[src/rtl/serial_adder_pkg.sv]
// Shared types and limits for the bit-serial adder.
package serial_adder_pkg;

   localparam int SA_MAX_WIDTH = 64;

   typedef enum logic [1:0] {
      IDLE = 2'd0,
      RUN  = 2'd1,
      DONE = 2'd2
   } sa_state_t;

endpackage

[src/rtl/fa_1b.sv]
// Single-bit full adder cell; the only combinational arithmetic in the serial adder.
module fa_1b (
   input  logic A,
   input  logic B,
   input  logic Cin,
   output logic S,
   output logic Cout
);

   assign S    = A ^ B ^ Cin;
   assign Cout = (A & B) | (Cin & (A ^ B));

endmodule

[src/rtl/serial_adder_nb.sv]
// Bit-serial WIDTH-bit adder: one bit pair per clock through fa_1b, LSB first.
// Optional signed-overflow output enabled by defining SERIAL_ADDER_OVF_EN.
//
// state | meaning
// IDLE  | waiting for start
// RUN   | shifting one bit pair per cycle through fa_1b
// DONE  | one-cycle result-valid pulse; start here is accepted back-to-back
module serial_adder_nb
   import serial_adder_pkg::*;
#(
   parameter int WIDTH = 8
) (
   input  logic             clk,
   input  logic             rst_n,
   input  logic             start,
   input  logic [WIDTH-1:0] A,
   input  logic [WIDTH-1:0] B,
   input  logic             Cin,
   output logic             busy,
   output logic             done,
   output logic [WIDTH-1:0] S,
   output logic             Cout
`ifdef SERIAL_ADDER_OVF_EN
   ,
   output logic             Ovf
`endif
);

   localparam int             CW       = $clog2(WIDTH);
   localparam logic [CW-1:0]  CNT_LAST = CW'(WIDTH - 1);

   sa_state_t        state;
   sa_state_t        state_nxt;
   logic [WIDTH-1:0] a_sr;
   logic [WIDTH-1:0] b_sr;
   logic [WIDTH-2:0] s_sr;
   logic             carry;
   logic [CW-1:0]    cnt;
   logic             fa_s;
   logic             fa_cout;
   logic             load;
   logic             last;
   logic [WIDTH-1:0] s_full;

   fa_1b u_fa (
      .A    (a_sr[0]),
      .B    (b_sr[0]),
      .Cin  (carry),
      .S    (fa_s),
      .Cout (fa_cout)
   );

   assign load   = (state != RUN) && start;
   assign last   = (state == RUN) && (cnt == CNT_LAST);
   // s_sr keeps the WIDTH-1 sum bits already produced; the current bit completes the word
   assign s_full = {fa_s, s_sr};

   always_ff @(posedge clk or negedge rst_n) begin
      if (!rst_n) begin
         state <= IDLE;
      end else begin
         state <= state_nxt;
      end
   end

   always_comb begin
      state_nxt = state;
      busy      = 1'b0;
      done      = 1'b0;
      case (state)
         IDLE: begin
            if (start) state_nxt = RUN;
         end
         RUN: begin
            busy = 1'b1;
            if (cnt == CNT_LAST) state_nxt = DONE;
         end
         DONE: begin
            done      = 1'b1;
            state_nxt = start ? RUN : IDLE;
         end
         default: state_nxt = IDLE;
      endcase
   end

   always_ff @(posedge clk or negedge rst_n) begin
      if (!rst_n) begin
         a_sr  <= '0;
         b_sr  <= '0;
         s_sr  <= '0;
         carry <= 1'b0;
         cnt   <= '0;
         S     <= '0;
         Cout  <= 1'b0;
      end else if (load) begin
         a_sr  <= A;
         b_sr  <= B;
         s_sr  <= '0;
         carry <= Cin;
         cnt   <= '0;
      end else if (state == RUN) begin
         a_sr  <= a_sr >> 1;
         b_sr  <= b_sr >> 1;
         s_sr  <= s_full[WIDTH-1:1];
         carry <= fa_cout;
         cnt   <= cnt + 1'b1;
         if (last) begin
            S    <= s_full;
            Cout <= fa_cout;
         end
      end
   end

`ifdef SERIAL_ADDER_OVF_EN
   // In the last RUN cycle the carry flop holds the carry into the MSB
   always_ff @(posedge clk or negedge rst_n) begin
      if (!rst_n) begin
         Ovf <= 1'b0;
      end else if (last) begin
         Ovf <= carry ^ fa_cout;
      end
   end
`endif

endmodule

[config.mk]
export PLATFORM = sky130hd
export DESIGN_NAME = serial_adder_nb
export DESIGN_NICKNAME = d
export VERILOG_FILES = /design/src/rtl/serial_adder_pkg.sv /design/src/rtl/fa_1b.sv /design/src/rtl/serial_adder_nb.sv
export SDC_FILE = /design/constraint.sdc
export NUM_CORES = 1
export LEC_CHECK = 0
export CORE_ASPECT_RATIO = 0.9
export CORE_MARGIN = 2
export CORE_UTILIZATION = 50
export DETAILED_ROUTE_END_ITERATION = 7
export PLACE_DENSITY = 0.76
export SLEW_MARGIN = 20
export SYNTH_ARGS = -nofsm -noshare
export SYNTH_HDL_FRONTEND = slang
export SYNTH_SLANG_ARGS = --single-unit
export TNS_END_PERCENT = 30
[constraint.sdc]
create_clock -name clk -period 2.1 [get_ports clk]
set_clock_uncertainty 0.2 [all_clocks]
set_input_delay 0.42 -clock clk [delete_from_list [all_inputs] [get_ports clk]]
set_output_delay 0.42 -clock clk [all_outputs]
set_load 0.005 [all_outputs]
==> run metrics, run 1 <==
worst reg2reg endpoint S[4]$_DFFE_PN0P_; sequential share of power around 42%; first-pass GRT wire length around 4700 um; Slew Viols, Final 0; Multi-input gate area ~760 sq um; adder-cell area share of the yosys netlist about 2.5%; Final Util around 66%; post-route cell area 0.00226 sq mm; Sw Ratio 28.0%; Ys Warns 0; largest net degree at the start of global routing 39; Period minus WS final between 1500 and 2000 ps; CP delay by family, top buffers and inverters; post-synthesis sequential area ratio between 50% and 60%; most numerous cell in the Yosys netlist dfrtp_1; FFs w/ async S/R, synth between 90% and 100%; DP Wirelength 1910 um; pwr dens approximately 1300 mW/mm^2; crit-path max FO 4; # H-tree levels 2; Mapped Cells 118; # setup viols final 0; Cell Area, Synth 0.00180 sq mm; post-synthesis mux area share a little over a third; Port Buf Inserts 30; WL final around 2900 um; cts bufs inserted 5; Clock Root Buffer clkbuf_8; most common library cells after synthesis 38 x dfrtp_1, 34 x mux2_2, 14 x mux2_4; Crit Reg-Reg Startpoint cnt[0]$_DFFE_PN0P_; Inst Count DP 190; # DRC 0; post-synthesis xor/xnor area fraction 0%; maximum vdd drop around 0.83 mV; hold path start cnt[0]$_DFFE_PN0P_; # diodes 0; clock-pin slew on the worst setup and hold paths around 70 ps; crit path buf inv count 1; initial core utilization 52.8%; R2R cell count 5; Unique masters post-synth 15; Final ANT Viol Nets 0; vias in the first global route 1052; CP Data Required Time about 1500 ps; crit path max-delay cell type clkdlybuf4s50_1; Storage cell area approximately 950 sq um; status finished clean; Final Instance Count excl. Fillers 199; type of the worst setup path reg -> out; Clock power frac 17.6%; Core ar. between 0.003 and 0.004 sq mm; total gr overflow 0; synthesized area per cell roughly 15 sq um; TritonRoute pass-1 iters 4; Detailed Route Iter0 Violations 18; CP peak stage delay between 500 and 600 ps; Synth area leaders dfrtp_1 53%, mux2_2 21%, mux2_4 12%, nor2b_1 3.5%, buf_6 1.9%; Hold Crit Depth 1; leakage around 1.1 nW; Synth area leader dfrtp_1; switching pwr 0.808 mW; share of layout cells above drive strength 1 39.4%; Comb pwr share 40.2%; final net count ~180; Area after DPL 0.00215 sq mm; largest family of logic cells by synthesized area multiplexers; critical path arrival 1330 ps; I/O pins 31; Final TNS setup 0 ps; flops & latches, synth 38; EDFF count, synth 0; Slew HR approximately three quarters; die area 0.00409 sq mm; worst-margin pin slew approximately 370 ps; worst hold path type reg -> reg; Pint 2.08 mW; CP Launch Type flip-flop; max-cap violations 0; period utilization between 90% and 100%; crit path capture type output port; # rows 20; complex-gate fraction of the synthesized area 0.348%; post-synth top area share 53.0%; fmax 512 MHz; wire per inst 14.5 um; detailed-route via count between 1000 and 1500; DIE HEIGHT around 61 um; hold path endpoint cnt[0]$_DFFE_PN0P_; Final Wtd Congestion 0.689; syn nets roughly 140; CTS tree yes; Max Buffers Root-to-Sink 2; Total GRT Usage 16.4%; Clk Latency, worst-skew pair 290 ps; clock sinks 38; synthesis-to-finish area growth 25.6%; crit path cell chain nor2b_1 > clkdlybuf4s50_1; Chip Width roughly 67 um; Top FF cell, synth dfrtp_1; initial antenna violation count 0; mean number of vias per cell just over 5; Fill cells 264; simple-gate share of the synthesized area 5.02%; Final Hold Vio Count 0; flop-to-flop setup slack ~340 ps; RSZ-0062 raised after global routing false
## logic make-up after synthesis
family,count (synthesis)
buffers and inverters,10
muxes,51
DFF,38
AOI/OAI and AO/OA,1
and+or+nand+nor,15
adders and majority gates,3
## routing by layer
layer  share of wire (%)  vias to the layer above  GRT usage [%]  wire length, um
met5                   0                        -              0                0
met4                 1.3                        0           7.87               36
met3                 6.7                        4           6.31              192
met2                  47                       24           26.4             1340
met1                  45                      496           19.7             1310
li1                    -                      482              -                -
## power by group through the flow
stage / Sequential, mW / Combinational [mW] / Clock (mW)
after floorplan: 1.20 / 0.840 / 0
after global placement: 1.22 / 1.14 / 0
after detailed placement: 1.24 / 1.17 / 0
after CTS: 1.22 / 1.18 / 0.525
after global routing: 1.26 / 1.27 / 0.554
final: 1.22 / 1.16 / 0.510
## worst reg2reg max path, cell delays in order, from the launching register on
cell	delay, ps
dfrtp_1	400
ha_1	200
ha_1	190
nand3b_1	170
buf_12	160
mux2_2	330
## sequential cells by signal (all words and copies together) (netlist names)
name and cells:
Cout 1, S 8, a_sr 8, b_sr 8
carry 1, cnt 3, s_sr 7, state 2
## cell usage in the layout, fill, tap and decap left out
| cell | n |
|---|---|
| buf_12 | 3 |
| buf_2 | 1 |
| buf_4 | 2 |
| clkbuf_1 | 1 |
| clkbuf_8 | 6 |
| clkdlybuf4s50_1 | 28 |
| clkinv_2 | 1 |
| dfrtp_1 | 38 |
| dlygate4sd3_1 | 1 |
| dlymetal6s2s_1 | 1 |
| fa_1 | 1 |
| ha_1 | 2 |
| inv_1 | 3 |
| mux2_2 | 34 |
| mux2_4 | 14 |
| mux2i_1 | 3 |
| nand2b_1 | 2 |
| nand3b_1 | 1 |
| nor2_1 | 2 |
| nor2b_1 | 10 |
| o22ai_1 | 1 |
## repair_timing
item | 4_1_cts | 5_1_grt
endpoints found under the hold margin | 38 | 0
buffers inserted | 0 | 0
hold buffers | 1 | 0
resized for setup | 0 | 1
setup endpoints to repair | 0 | 1
## worst max path at each step
stage	cells past startpoint	to	start	slack, ps
2_1_floorplan	5	Cout$_DFFE_PN0P_	cnt[0]$_DFFE_PN0P_	420
5_1_grt	2	done	state[0]$_DFFE_PN0P_	110
3_5_place_dp	4	b_sr[5]$_DFFE_PN0P_	start	60
6_report	2	done	state[0]$_DFFE_PN0P_	150
4_1_cts	3	busy	state[1]$_DFFE_PN0P_	8
3_3_place_gp	4	b_sr[6]$_DFFE_PN0P_	start	80
## cell type report
type / instances / share of cell area (%)
inverters: 3 / 0.499
repair buffers: 36 / 17.0
flip-flops and latches: 38 / 42.2
multi-input cells: 70 / 33.9
clock buffers: 7 / 3.83
well taps: 44 / 2.44
clock inverters: 1 / 0.222
## per-stage QoR
step	hold slack, ps	total power, mW	setup WS (ps)
floorplan	-75.6	2.04	422
global placement	197	2.36	83.5
detailed placement	202	2.41	63.6
CTS	305	2.93	7.80
global route	324	3.09	105
finish	299	2.89	146
Note: power is estimated with default switching activity, not from simulation.
==> run 2, diff against run 1 <==
CORE_MARGIN = 1   (was 2)
SYNTH_HIERARCHICAL = 1   (was default)
==> run 2 against run 1 <==
Compared with the run above: register-to-register slack lost 180 ps; flip-flop and latch count unchanged; die area fell by 6.2%; total power grew 2.7%; final area is essentially flat; global-route usage up 1.1 points; critical path depth rose by 1; worst hold slack got worse by 9.4 ps; non-clock buffer count shrank 1; sequential power is essentially flat; via count down 1.2%; synthesized cell count unchanged; critical path type unchanged.
==> run metrics, run 2 <==
CP peak stage delay 500 ps (about the same); # setup viols final 0 (unchanged); synthesis-to-finish area growth 25.6% (about the same); most common library cells after synthesis 38 x dfrtp_1, 34 x mux2_2, 14 x mux2_4; DP Wirelength 1970 um (+3.5%); crit path max-delay cell type clkdlybuf4s50_1; flops & latches, synth 38 (unchanged); TritonRoute pass-1 iters 2 (-2); postcts setup bufs 0 (unchanged); Hold Crit Depth 1 (unchanged); post-synthesis sequential area ratio 53.0% (unchanged); # diodes 0 (unchanged); Unique masters post-synth 15 (unchanged); Detailed Route Iter0 Violations 29 (+11); mean number of vias per cell 5.05 (-0.19%); Clock Root Buffer clkbuf_8; crit path capture type output port; Core ar. 0.00340 sq mm (unchanged); worst reg2reg endpoint S[1]$_DFFE_PN0P_; Final TNS setup 0 ps (unchanged); initial antenna violation count 0 (unchanged); Final Instance Count excl. Fillers 197 (-1.0%); first-pass GRT wire length 4860 um (+2.8%); Inst Count DP 189 (-0.53%); Clk Latency, worst-skew pair 280 ps (about the same); Final Wtd Congestion 0.711 (+3.2%); Top FF cell, synth dfrtp_1; most frequent cells in the layout 38 x dfrtp_1, 34 x mux2_2, 29 x clkdlybuf4s50_1; cts bufs inserted 5 (unchanged); Final ANT Viol Nets 0 (unchanged); Slew Viols, Final 0 (unchanged); Resize count post-CTS 0 (unchanged); Period minus WS final 2030 ps (+78.2 ps); CP Data Required Time 1480 ps (about the same); clock sinks 38 (unchanged); Slew HR 64.5% (-10 points); share of layout cells above drive strength 1 39.2% (-0.14 points); # rows 20 (unchanged); period utilization 96.8% (+3.7 points); Total GRT Usage 17.5% (+1.1 points); worst-margin pin slew 530 ps (+156 ps); Crit Reg-Reg Startpoint cnt[0]$_DFFE_PN0P_; hold path endpoint cnt[0]$_DFFE_PN0P_; maximum vdd drop 0.804 mV (-3.3%); critical path arrival 1410 ps (+80 ps); largest net degree at the start of global routing 27 (-31%); CP Launch Type flip-flop; most numerous cell in the Yosys netlist dfrtp_1; syn nets 141 (unchanged); CTS tree yes; hold path start cnt[0]$_DFFE_PN0P_; DIE HEIGHT 58.9 um (-3.3%); crit path cell chain nand2b_1 > inv_1 > clkdlybuf4s50_1; fmax 492 MHz (-3.8%); WL final 2900 um (+0.66%); Synth area leader dfrtp_1; clock-pin slew on the worst setup and hold paths 70 ps (about the same); wire per inst 14.7 um (+1.7%); biggest regs S x8, a_sr x8, b_sr x8; # H-tree levels 2 (unchanged); commonest non-fill, non-tap cell in the layout dfrtp_1; R2R cell count 4 (-1); type of the worst setup path reg -> out; status finished clean; worst hold path type reg -> reg; max-cap violations 0 (unchanged); leakage 1.05 nW (-0.71%); FFs w/ async S/R, synth 100% (unchanged); RSZ-0062 raised after global routing false; pwr dens 1320 mW/mm^2 (+2.8%); Design Power 2.97 mW (+2.7%); flop-to-flop setup slack 160 ps (-180 ps); post-synth top area share 53.0% (unchanged); Synth area leaders dfrtp_1 53%, mux2_2 21%, mux2_4 12%, nor2b_1 3.5%, buf_6 1.9%; crit-path max FO 3 (-1); Max Buffers Root-to-Sink 2 (unchanged); Cell Area, Synth 0.00180 sq mm (unchanged); final net count 176 (-0.56%); Ys Warns 6 (+6); I/O pins 31 (unchanged); vias in the first global route 1079 (+2.6%); Chip Width 65.2 um (-3.0%); EDFF count, synth 0 (unchanged); Fill cells 265 (+0.38%); Final Hold Vio Count 0 (unchanged); total gr overflow 0 (unchanged); Mapped Cells 118 (unchanged); synthesized area per cell 15.2 sq um (unchanged); detailed-route via count 994 (-1.2%); die area 0.00383 sq mm (-6.2%); Port Buf Inserts 30 (unchanged); initial core utilization 52.8% (unchanged); # DRC 0 (unchanged)
[run 2: critical path: cells and delay by family (launching register included)]
family / cells / cell delay (ps)
buffers and inverters: 2 / 590
DFF: 1 / 380
and+or+nand+nor: 1 / 160
[run 2: cell type report]
| type | instances | area, sq um | area share [%] |
|---|---|---|---|
| Sequential cell | 38 | 951 | 42.2 |
| Multi-Input combinational cell | 70 | 764 | 33.9 |
| Timing Repair Buffer | 35 | 360 | 16.0 |
| Clock buffer | 6 | 82.6 | 3.66 |
| Tap cell | 44 | 55.1 | 2.44 |
| Clock inverter | 1 | 30.0 | 1.33 |
| Inverter | 3 | 11.3 | 0.499 |
[run 2: through the flow]
| step | cell area (sq um) | hold slack (ps) | utilization, % | worst slack (ps) |
|---|---|---|---|---|
| after detailed placement | 2130 | 176 | 62.6 | 38.9 |
| after global routing | 2250 | 307 | 66.3 | 1.02 |
| after global placement | 2130 | 176 | 62.6 | 59.5 |
| after floorplan | 1800 | -75.6 | - | 422 |
| final | 2250 | 289 | 66.3 | 68.2 |
| after CTS | 2250 | 292 | 66.3 | 48.9 |
[run 2: power breakdown]
part           switching, mW  internal, mW
Combinational          0.372         0.757
Clock                  0.233         0.380
Sequential             0.180          1.05
[run 2: worst max-delay path by stage]
stage	slack, ps	end	start	cells past startpoint
global placement	60	b_sr[0]$_DFFE_PN0P_	start	4
CTS	50	busy	state[1]$_DFFE_PN0P_	3
finish	70	busy	state[1]$_DFFE_PN0P_	3
global route	1	busy	state[1]$_DFFE_PN0P_	3
floorplan	420	Cout$_DFFE_PN0P_	cnt[0]$_DFFE_PN0P_	5
detailed placement	40	b_sr[2]$_DFFE_PN0P_	start	4
[run 2: cells by family (layout without fill, tap and decap cells)]
logic type      count (synthesis)  count (layout)  share of synthesized area [%]
buf+inv                        10              45                           4.46
simple gates                   15              15                           5.02
mux                            51              51                           34.7
fa+ha+maj                       3               3                           2.51
flops                          38              38                           53.0
compound gates                  1               1                          0.349
[run 2: routing by layer]
metal / up-vias / GRT usage (%) / part of all wire [%]
met1: 494 / 21.6 / 44
met5: - / 0 / 0
li1: 474 / - / -
met4: 0 / 9.63 / 1.6
met2: 19 / 28.6 / 51
met3: 7 / 4.26 / 3.3
[run 2: repair_timing]
action / CTS / global route
endpoints found under the setup margin: 0 / 0
endpoints found under the hold margin: 17 / 0
hold buffers: 1 / 0
